--- config.mk ---
export PLATFORM = sky130hd
export DESIGN_NAME = dmem_arbiter_flat
export DESIGN_NICKNAME = d
export VERILOG_FILES = /design/src/rtl/dmem_arbiter_pkg.sv /design/src/rtl/dmem_arbiter_if.sv /design/src/rtl/dmem_arbiter_arb_rr2.sv /design/src/rtl/dmem_arbiter.sv /design/src/flat_wrapper.sv
export SDC_FILE = /design/constraint.sdc
export NUM_CORES = 1
export LEC_CHECK = 0
export ABC_AREA = 1
export CORE_AREA = 2 2 227 229
export DETAILED_ROUTE_END_ITERATION = 12
export DIE_AREA = 0 0 229 231
export GPL_TIMING_DRIVEN = 1
export PLACE_DENSITY_LB_ADDON = 0.25
export REMOVE_ABC_BUFFERS = 1
export SLEW_MARGIN = 10
export SYNTH_ARGS = -nofsm -noshare
export SYNTH_HDL_FRONTEND = slang
export SYNTH_SLANG_ARGS = --single-unit
--- constraint.sdc ---
create_clock -name clk -period 3.1 [get_ports clk]
set_input_delay 0.62 -clock clk [delete_from_list [all_inputs] [get_ports clk]]
set_output_delay 0.62 -clock clk [all_outputs]
set_load 0.01 [all_outputs]
--- src/rtl/dmem_arbiter_pkg.sv ---
// Shared types and constants for the two-port data-memory arbiter.
package dmem_arbiter_pkg;

  typedef enum logic [0:0] {
    ST_IDLE = 1'b0,
    ST_BUSY = 1'b1
  } state_e;

  localparam logic PORT_CORE = 1'b0;
  localparam logic PORT_HOST = 1'b1;

  // Access length in cycles; the down-counter is sized for the largest legal value.
  localparam int LAT_MIN = 1;
  localparam int LAT_MAX = 15;
  localparam int CNT_W   = 4;

endpackage

--- src/rtl/dmem_arbiter_if.sv ---
// Requester and memory signals of the data-memory arbiter, bundled as one interface.
interface dmem_arbiter_if #(
  parameter int DATA_W = 64,
  parameter int ADDR_W = 64
);
  // Handshake: a requester raises reqN with weN/addrN/wdataN stable and may drop it any
  // time; a latched access always completes with a single-cycle ackN, and reqN seen in a
  // cycle where ackN is high is ignored so the requester can withdraw after its ack.
  logic              req0, req1;
  logic              we0, we1;
  logic [ADDR_W-1:0] addr0, addr1;
  logic [DATA_W-1:0] wdata0, wdata1;
  logic              ack0, ack1;
  logic [DATA_W-1:0] rdata0, rdata1;
  logic              gnt0, gnt1;

  logic [ADDR_W-1:0] mem_addr;
  logic [DATA_W-1:0] mem_wdata;
  logic              mem_we, mem_re;
  logic [DATA_W-1:0] mem_rdata;

  modport slave (
    input  req0, req1, we0, we1, addr0, addr1, wdata0, wdata1, mem_rdata,
    output ack0, ack1, rdata0, rdata1, gnt0, gnt1, mem_addr, mem_wdata, mem_we, mem_re
  );

  modport master (
    output req0, req1, we0, we1, addr0, addr1, wdata0, wdata1, mem_rdata,
    input  ack0, ack1, rdata0, rdata1, gnt0, gnt1, mem_addr, mem_wdata, mem_we, mem_re
  );

endinterface

--- src/rtl/dmem_arbiter_arb_rr2.sv ---
// Combinational two-way round-robin picker: on a tie the port not granted last wins.
module arb_rr2 (
  input  logic [1:0] eligible,
  input  logic       last,
  output logic       valid,
  output logic       winner
);

  assign valid  = |eligible;
  assign winner = (&eligible) ? ~last : eligible[1];

endmodule

--- src/rtl/dmem_arbiter.sv ---
// Two-port round-robin arbiter in front of a single-ported data memory. Each granted
// access holds the memory for LAT cycles and ends with a one-cycle ack to its owner.
module dmem_arbiter
  import dmem_arbiter_pkg::*;
#(
  parameter int DATA_W = 64,
  parameter int ADDR_W = 64,
  parameter int LAT    = 2
) (
  input  logic          clk,
  input  logic          reset,
  dmem_arbiter_if.slave bus,
  output state_e        state_o
);

  if (LAT < LAT_MIN || LAT > LAT_MAX) begin : g_bad_lat
    $error("dmem_arbiter: LAT=%0d outside legal range", LAT);
  end

  localparam logic [CNT_W-1:0] LAT_M1 = CNT_W'(LAT - 1);

  state_e            state_q, state_d;
  logic [CNT_W-1:0]  cnt_q, cnt_d;
  logic              owner_q, owner_d;
  logic              last_q, last_d;
  logic              we_q, we_d;
  logic [ADDR_W-1:0] addr_q, addr_d;
  logic [DATA_W-1:0] wdata_q, wdata_d;
  logic [1:0]        ack_q, ack_d;
  logic [DATA_W-1:0] rdata0_q, rdata0_d;
  logic [DATA_W-1:0] rdata1_q, rdata1_d;

  logic [1:0] eligible;
  logic       pick_valid;
  logic       pick_winner;

  // A port whose ack is high this cycle is just finishing and must not re-win.
  assign eligible = {bus.req1 & ~ack_q[1], bus.req0 & ~ack_q[0]};

  arb_rr2 u_rr (
    .eligible (eligible),
    .last     (last_q),
    .valid    (pick_valid),
    .winner   (pick_winner)
  );

  always_comb begin
    state_d  = state_q;
    cnt_d    = cnt_q;
    owner_d  = owner_q;
    last_d   = last_q;
    we_d     = we_q;
    addr_d   = addr_q;
    wdata_d  = wdata_q;
    ack_d    = 2'b00;
    rdata0_d = rdata0_q;
    rdata1_d = rdata1_q;
    case (state_q)
      ST_IDLE: begin
        if (pick_valid) begin
          state_d = ST_BUSY;
          owner_d = pick_winner;
          cnt_d   = LAT_M1;
          we_d    = pick_winner ? bus.we1    : bus.we0;
          addr_d  = pick_winner ? bus.addr1  : bus.addr0;
          wdata_d = pick_winner ? bus.wdata1 : bus.wdata0;
        end
      end
      ST_BUSY: begin
        if (cnt_q != '0) begin
          cnt_d = cnt_q - CNT_W'(1);
        end else begin
          ack_d[owner_q] = 1'b1;
          if (!we_q) begin
            if (owner_q == PORT_HOST) rdata1_d = bus.mem_rdata;
            else                      rdata0_d = bus.mem_rdata;
          end
          last_d  = owner_q;
          state_d = ST_IDLE;
        end
      end
      default: state_d = ST_IDLE;
    endcase
  end

  always_ff @(posedge clk) begin
    if (reset) begin
      state_q  <= ST_IDLE;
      cnt_q    <= '0;
      owner_q  <= PORT_CORE;
      last_q   <= PORT_HOST;
      we_q     <= 1'b0;
      addr_q   <= '0;
      wdata_q  <= '0;
      ack_q    <= 2'b00;
      rdata0_q <= '0;
      rdata1_q <= '0;
    end else begin
      state_q  <= state_d;
      cnt_q    <= cnt_d;
      owner_q  <= owner_d;
      last_q   <= last_d;
      we_q     <= we_d;
      addr_q   <= addr_d;
      wdata_q  <= wdata_d;
      ack_q    <= ack_d;
      rdata0_q <= rdata0_d;
      rdata1_q <= rdata1_d;
    end
  end

  // Memory strobes and grants are pure decodes of the registered state, so they drop
  // in the first cycle after a reset edge.
  assign bus.gnt0      = (state_q == ST_BUSY) && (owner_q == PORT_CORE);
  assign bus.gnt1      = (state_q == ST_BUSY) && (owner_q == PORT_HOST);
  assign bus.mem_we    = (state_q == ST_BUSY) &&  we_q;
  assign bus.mem_re    = (state_q == ST_BUSY) && !we_q;
  assign bus.mem_addr  = addr_q;
  assign bus.mem_wdata = wdata_q;
  assign bus.ack0      = ack_q[0];
  assign bus.ack1      = ack_q[1];
  assign bus.rdata0    = rdata0_q;
  assign bus.rdata1    = rdata1_q;
  assign state_o       = state_q;

endmodule

--- src/flat_wrapper.sv ---
// flat-port wrapper written by rule: the top's interface ports become plain ports
module dmem_arbiter_flat import dmem_arbiter_pkg::*;
#(
  parameter int DATA_W = 64,
  parameter int ADDR_W = 64,
  parameter int LAT    = 2
)
  (clk, reset, state_o, bus_req0, bus_req1, bus_we0, bus_we1, bus_addr0, bus_addr1, bus_wdata0, bus_wdata1, bus_mem_rdata, bus_ack0, bus_ack1, bus_rdata0, bus_rdata1, bus_gnt0, bus_gnt1, bus_mem_addr, bus_mem_wdata, bus_mem_we, bus_mem_re);
  dmem_arbiter_if #(.DATA_W(DATA_W), .ADDR_W(ADDR_W)) bus_i ();
  input  logic clk;
  input  logic reset;
  output state_e state_o;
  input wire logic [$bits(bus_i.req0)-1:0] bus_req0;
  input wire logic [$bits(bus_i.req1)-1:0] bus_req1;
  input wire logic [$bits(bus_i.we0)-1:0] bus_we0;
  input wire logic [$bits(bus_i.we1)-1:0] bus_we1;
  input wire logic [$bits(bus_i.addr0)-1:0] bus_addr0;
  input wire logic [$bits(bus_i.addr1)-1:0] bus_addr1;
  input wire logic [$bits(bus_i.wdata0)-1:0] bus_wdata0;
  input wire logic [$bits(bus_i.wdata1)-1:0] bus_wdata1;
  input wire logic [$bits(bus_i.mem_rdata)-1:0] bus_mem_rdata;
  output wire logic [$bits(bus_i.ack0)-1:0] bus_ack0;
  output wire logic [$bits(bus_i.ack1)-1:0] bus_ack1;
  output wire logic [$bits(bus_i.rdata0)-1:0] bus_rdata0;
  output wire logic [$bits(bus_i.rdata1)-1:0] bus_rdata1;
  output wire logic [$bits(bus_i.gnt0)-1:0] bus_gnt0;
  output wire logic [$bits(bus_i.gnt1)-1:0] bus_gnt1;
  output wire logic [$bits(bus_i.mem_addr)-1:0] bus_mem_addr;
  output wire logic [$bits(bus_i.mem_wdata)-1:0] bus_mem_wdata;
  output wire logic [$bits(bus_i.mem_we)-1:0] bus_mem_we;
  output wire logic [$bits(bus_i.mem_re)-1:0] bus_mem_re;
  assign bus_i.req0 = bus_req0;
  assign bus_i.req1 = bus_req1;
  assign bus_i.we0 = bus_we0;
  assign bus_i.we1 = bus_we1;
  assign bus_i.addr0 = bus_addr0;
  assign bus_i.addr1 = bus_addr1;
  assign bus_i.wdata0 = bus_wdata0;
  assign bus_i.wdata1 = bus_wdata1;
  assign bus_i.mem_rdata = bus_mem_rdata;
  assign bus_ack0 = bus_i.ack0;
  assign bus_ack1 = bus_i.ack1;
  assign bus_rdata0 = bus_i.rdata0;
  assign bus_rdata1 = bus_i.rdata1;
  assign bus_gnt0 = bus_i.gnt0;
  assign bus_gnt1 = bus_i.gnt1;
  assign bus_mem_addr = bus_i.mem_addr;
  assign bus_mem_wdata = bus_i.mem_wdata;
  assign bus_mem_we = bus_i.mem_we;
  assign bus_mem_re = bus_i.mem_re;
  dmem_arbiter #(.DATA_W(DATA_W), .ADDR_W(ADDR_W), .LAT(LAT)) u_core (.clk(clk), .reset(reset), .bus(bus_i), .state_o(state_o));
endmodule
; ---- Word-level counts from Yosys, hierarchy flattened
; Index checks and enable logic that the tools add are counted.
[classes]
add_sub_neg = 1
magnitude_cmp = 2
n_eq_ne = 2
mux = 12
bitwise_logic = 9
n_reduce_logical = 15
[op_table]
columns = cell, n
row1 = two-way mux 64 bit, 2
row2 = two-way mux 4 bit, 2
row3 = one-hot mux 4 bit (2 select lines), 1
row4 = AND reduction 2 bit, 4
row5 = AND reduction 4 bit, 2
row6 = inverter 1 bit, 7
row7 = logical AND 1 bit, 5
row8 = two-way mux 1 bit, 5
row9 = nonzero test 4 bit, 1
row10 = "subtractor 4 x 1 -> 4 bit, second input constant", 1
row11 = OR reduction 3 bit, 1
row12 = AND 1 bit, 2
row13 = "less-than comparator 1 x 2 -> 1 bit, second input constant", 1
row14 = "inequality test 2 x 1 -> 1 bit, second input constant", 1
row15 = "inequality test 2 bit, second input constant", 1
row16 = one-hot mux 1 bit (2 select lines), 1
row17 = OR reduction 2 bit, 1
row18 = demux 1 bit (select 1 bit), 1
row19 = "greater-or-equal comparator 1 bit, second input constant", 1
row20 = zero test 1 bit, 1
[totals]
regBits = 266
inputBits = 326
output_inout_bits = 263

; ---- Logic depth before layout (Yosys ltp)
[logic_depth]
depth_word = 5
mapped_depth = 10
ltp_nobuf = 8

; ---- By module
; A second synthesis with hierarchy kept.
[unflattened]
hier_cells = 1557
area_unflattened_um2 = 11213.3
[by_module_without_submodules]
columns = module, instances, cells_per_inst, area_each_um2, seq_area_each_um2
row1 = dmem_arbiter, 1, 1554, 11198.2, 5325.1
row2 = arb_rr2, 1, 3, 15.0, 0.0

; ---- Worst setup path before layout
; No wires, ideal clock.
[synth_timing]
kind = in2reg
from = input bus_req1
to = register u_core.wdata_q[60] (netlist: u_core.bus.mem_wdata[60])
arrival_ps = 1420
required_time_ps = 2991
slack_ps = 1571
cell_stages = 9
path_cell_list = nand2_1 > nand2_1 > nand2_2 > inv_1 > buf_2 > buf_2 > nand3_1 > nand2_1 > inv_1
[synth_between]
elab_chain_cells = 4
elab_cells_between_ends = 6
cone_classes = mux: 2 / bitwise: 1 / reduce/logical: 3
[synth_lines]
columns = item, line
row1 = "start, declared", flat_wrapper.sv:14  ; input wire logic [$bits(bus_i.req1)-1:0] bus_req1;
row2 = AND 1 bit (*), dmem_arbiter.sv:38  ; assign eligible = {bus.req1 & ~ack_q[1], bus.req0 & ~ack_q[0]};
row3 = AND reduction 2 bit, dmem_arbiter_arb_rr2.sv:10  ; assign winner = (&eligible) ? ~last : eligible[1];
row4 = two-way mux 1 bit, dmem_arbiter_arb_rr2.sv:10
row5 = two-way mux 64 bit, dmem_arbiter.sv:66  ; wdata_d = pick_winner ? bus.wdata1 : bus.wdata0;
row6 = "end signal, assigned", dmem_arbiter.sv:105  ; wdata_q <= wdata_d;
row7 = "end, declared", dmem_arbiter.sv:28  ; logic [DATA_W-1:0] wdata_q, wdata_d;
; Mark *: on every way between the ends. The rest lies on a longest branch, timed or not.
; A chain may end at the register's enable or synchronous reset.

; ---- Final worst setup path
[layout_timing]
from = register u_core.state_q (netlist: u_core.state_o)
to = output bus_gnt0
[layout_between]
elab_chain_cells = 1
[layout_lines]
columns = item, line
row1 = "start, declared", dmem_arbiter.sv:22  ; state_e state_q, state_d;
row2 = "start signal, assigned", dmem_arbiter.sv:99  ; state_q <= state_d;
row3 = logical AND 1 bit, dmem_arbiter.sv:114  ; assign bus.gnt0 = (state_q == ST_BUSY) && (owner_q == PORT_CORE);
row4 = "end, declared", flat_wrapper.sv:26  ; output wire logic [$bits(bus_i.gnt0)-1:0] bus_gnt0;
; No other way between the ends.

==> metrics.md <==
| Metric | Value |
|---|---|
| WP data arrival | `1760 ps` |
| Worst endpoint required time | `2480 ps` |
| Simple-gate share of the synthesized area | `0.3242` |
| HP Class | `reg -> reg` |
| Nets@finish | `2720` |
| Die area | `0.05290 mm2` |
| Post-Synth XOR/XNOR Area | `0.0007176` |
| Setup WS post-layout | `716.0 ps` |
| Unique masters post-synth | `20` |
| Min-delay src | `u_core.bus.rdata1[27]$_SDFFE_PP0P_` |
| Placer Congestion | `0.8585` |
| Avg Cell Area, Syn | `6.517 um2` |
| Crit path kind | `reg -> out` |
| Clock tree from TritonCTS | `built` |
| Synth Area in Compound Gates | `0.08201` |
| Total gr overflow | `0` |
| Clock buffer depth | `3` |
| Largest net degree at the start of global routing | `137` |
| R2r endpoint | `u_core.bus.rdata1[6]$_SDFFE_PP0P_` |
| Flops & latches, synth | `266` |
| Reg-to-Reg Start | `u_core.cnt_q[0]$_SDFFE_PP0P_` |
| Routed len/inst | `16.41 um` |
| Fraction of the mapped netlist area in adder cells | `0.001025` |
| Clk Latency, worst-skew pair | `520 ps` |
| Fmax achieved | `419.5 MHz` |
| TritonCTS buffer count | `35` |
| Clk_skew | `14.98 ps` |
| Core area | `0.05068 mm2` |
| Vias per inst | `4.330` |
| Cell area power density | `552.1 mW/mm2` |
| IO Count | `589` |
| Leak | `0.008977 uW` |
| HPWL after DPL | `35820 um` |
| Post-CTS Hold Fix Bufs | `0` |
| Clock transition at path regs | `60 ps` |
| Clk sinks | `266` |
| Starting Density | `0.2408` |
| Commonest non-fill, non-tap cell in the layout | `clkdlybuf4s50_1` |
| Cell Area, Synth | `0.01221 mm2` |
| Vias | `13420` |
| Max-cap viol count | `0` |
| Synth warn | `0` |
| Worst path max stage delay | `580 ps` |
| Row count | `83` |
| Endpoint class of the critical path | `output pin` |
| Status | `finished clean` |
| Crit path time final | `2384 ps` |
| Port bufs | `588` |
| Crit-path slowest cell | `clkdlybuf4s50_1` |
| Worst Hold Depth | `2` |
| Peak supply drop | `0.3128 mV` |
| Post-synthesis sequential area ratio | `0.4363` |
| Post-detailed-route count of antenna-violating nets | `0` |
| Tcrit/Tclk final | `0.7690` |
| Largest family of logic cells by synthesized area | `simple AND/OR/NAND/NOR gates` |
| Layout area overhead | `62.18%` |
| Final setup violation count | `0` |
| First-pass GRT wire length | `76820 um` |
| Crit path cell chain | `inv_2 > nor2_1 > clkdlybuf4s50_1` |
| RSZ-0062 raised after global routing | `no` |
| Share of layout cells above drive strength 1 | `0.03854` |
| Max-Slew Margin vs Limit | `0.4554` |
| DR pass1 iterations | `5` |
| Overall routing resource usage | `0.1858` |
| Die Wd | `229 um` |
| Max-slew violations | `0` |
| # Post-CTS Setup Buffers | `0` |
| Setup Total Neg Slack | `0 ps` |
| Die Height | `231 um` |
| Fill count | `5358` |
| Starting DRT DRC Count | `652` |
| Commonest non-fill, non-tap cells in the layout | `clkdlybuf4s50_1, nand2_1, inv_1, nand3_1, dfxtp_1` |
| Dpl ws | `652.7 ps` |
| Hold endpoint | `u_core.bus.rdata1[27]$_SDFFE_PP0P_` |
| Post_cts resized | `0` |
| Max FO, Critical Path | `6` |
| Actual slew at the worst max-slew pin | `817.0 ps` |
| H-tree Lvls | `2` |
| Antenna violations before repair | `13` |
| CTS Root Cell | `clkbuf_16` |
| DRC viols | `0` |
| Worst setup SP type | `register` |
| Total Wirelength | `50860 um` |
| Reg2reg path depth | `8` |
| Reg2reg setup slack | `1190 ps` |
| Vias in the first global route | `13110` |
| Gate Count Post-Synth | `1873` |
| Multiplexer share of the synthesized area | `0` |
| Final hold vios | `0` |
-- critical path: cells and delay by family, from the launching register on --
| family | cells | cell delay, ps |
|---|---|---|
| simple gates | 1 | 100 |
| flops | 1 | 430 |
| buf+inv | 2 | 710 |
-- logic make-up after synthesis --
kind of cell,Yosys count
buffers and inverters,468
XOR/XNOR,1
AND/OR/NAND/NOR,937
AO/OA/AOI/OAI,200
adder cells (fa/ha/maj),1
flip-flops,266
-- cell usage after synthesis --
master | number | area [um2]
buf_1 | 4 | 15.01
buf_6 | 1 | 11.26
nand2_2 | 3 | 18.77
inv_2 | 5 | 18.77
clkbuf_1 | 41 | 153.9
ha_1 | 1 | 12.51
nand2_1 | 338 | 1269
buf_2 | 73 | 365.4
o21ai_1 | 47 | 235.2
nor2_4 | 2 | 22.52
buf_4 | 12 | 90.09
nor3_1 | 2 | 10.01
nand3_1 | 330 | 1652
xor2_1 | 1 | 8.760
nor2_2 | 1 | 6.260
a21oi_1 | 135 | 675.7
nor2_1 | 261 | 979.7
inv_1 | 332 | 1246
o21ai_0 | 18 | 90.09
dfxtp_1 | 266 | 5325
-- metrics by stage --
stage / area [um2] / utilization / std cells / power, uW / hold WS (ps)
2_1_floorplan: 11570 / - / 1742 / 5322 / 429.7
3_3_place_gp: 18660 / 0.3682 / 3036 / 6944 / 451.3
3_5_place_dp: 18660 / 0.3682 / 3036 / 6972 / 456.5
4_1_cts: 19780 / 0.3903 / 3093 / 11100 / 469.6
5_1_grt: 19800 / 0.3906 / 3099 / 11540 / 492.5
6_report: 19800 / 0.3906 / 3099 / 10930 / 464.0
-- registers in the layout, indices dropped and copies added (netlist names) --
signal                cells
u_core.bus.mem_addr      64
u_core.bus.mem_wdata     64
u_core.bus.rdata0        64
u_core.bus.rdata1        64
u_core.cnt_q              4
u_core.ack_q              2
u_core.last_q             1
u_core.owner_q            1
u_core.state_o            1
u_core.we_q               1
-- cell type report --
| type | instances | area, um2 | area share |
|---|---|---|---|
| Antenna cell | 6 | 15.01 | 0.0007585 |
| Clock buffer | 51 | 1039 | 0.05246 |
| Clock inverter | 6 | 83.83 | 0.004235 |
| Inverter | 337 | 1271 | 0.06422 |
| Multi-Input combinational cell | 1139 | 5007 | 0.2530 |
| Sequential cell | 266 | 5325 | 0.2690 |
| Tap cell | 680 | 850.8 | 0.04298 |
| Timing Repair Buffer | 614 | 6203 | 0.3134 |
-- how the worst max path moves through the flow --
stage | from | endpoint | slack (ps) | cells past startpoint
after floorplan | bus_req0 | u_core.bus.mem_addr[0]$_SDFFE_PP0P_ | -3290 | 6
after global placement | bus_req1 | u_core.bus.mem_addr[63]$_SDFFE_PP0P_ | 670 | 9
after detailed placement | bus_req1 | u_core.bus.mem_wdata[25]$_SDFFE_PP0P_ | 650 | 9
after CTS | u_core.state_o$_SDFF_PP0_ | bus_gnt1 | 660 | 3
after global routing | u_core.state_o$_SDFF_PP0_ | bus_mem_re | 620 | 3
final | u_core.state_o$_SDFF_PP0_ | bus_gnt0 | 720 | 3
-- power by group --
part / internal [uW] / leakage [uW] / switching (uW) / total, uW
combinational: 1410 / 0.00624 / 1490 / 2900
clock: 2470 / 0.000553 / 1570 / 4040
sequential: 3790 / 0.00219 / 202 / 3990
total: 7670 / 0.00898 / 3260 / 10900
-- per-layer routing --
layer / GRT usage / up-vias / routed length (um)
met5: 0 / - / 51
met4: 0.06351 / 8 / 1511
met3: 0.07226 / 79 / 4732
met2: 0.3159 / 484 / 23830
met1: 0.2123 / 6048 / 20740
li1: - / 6801 / -
Power figures use the tool's default switching activity.
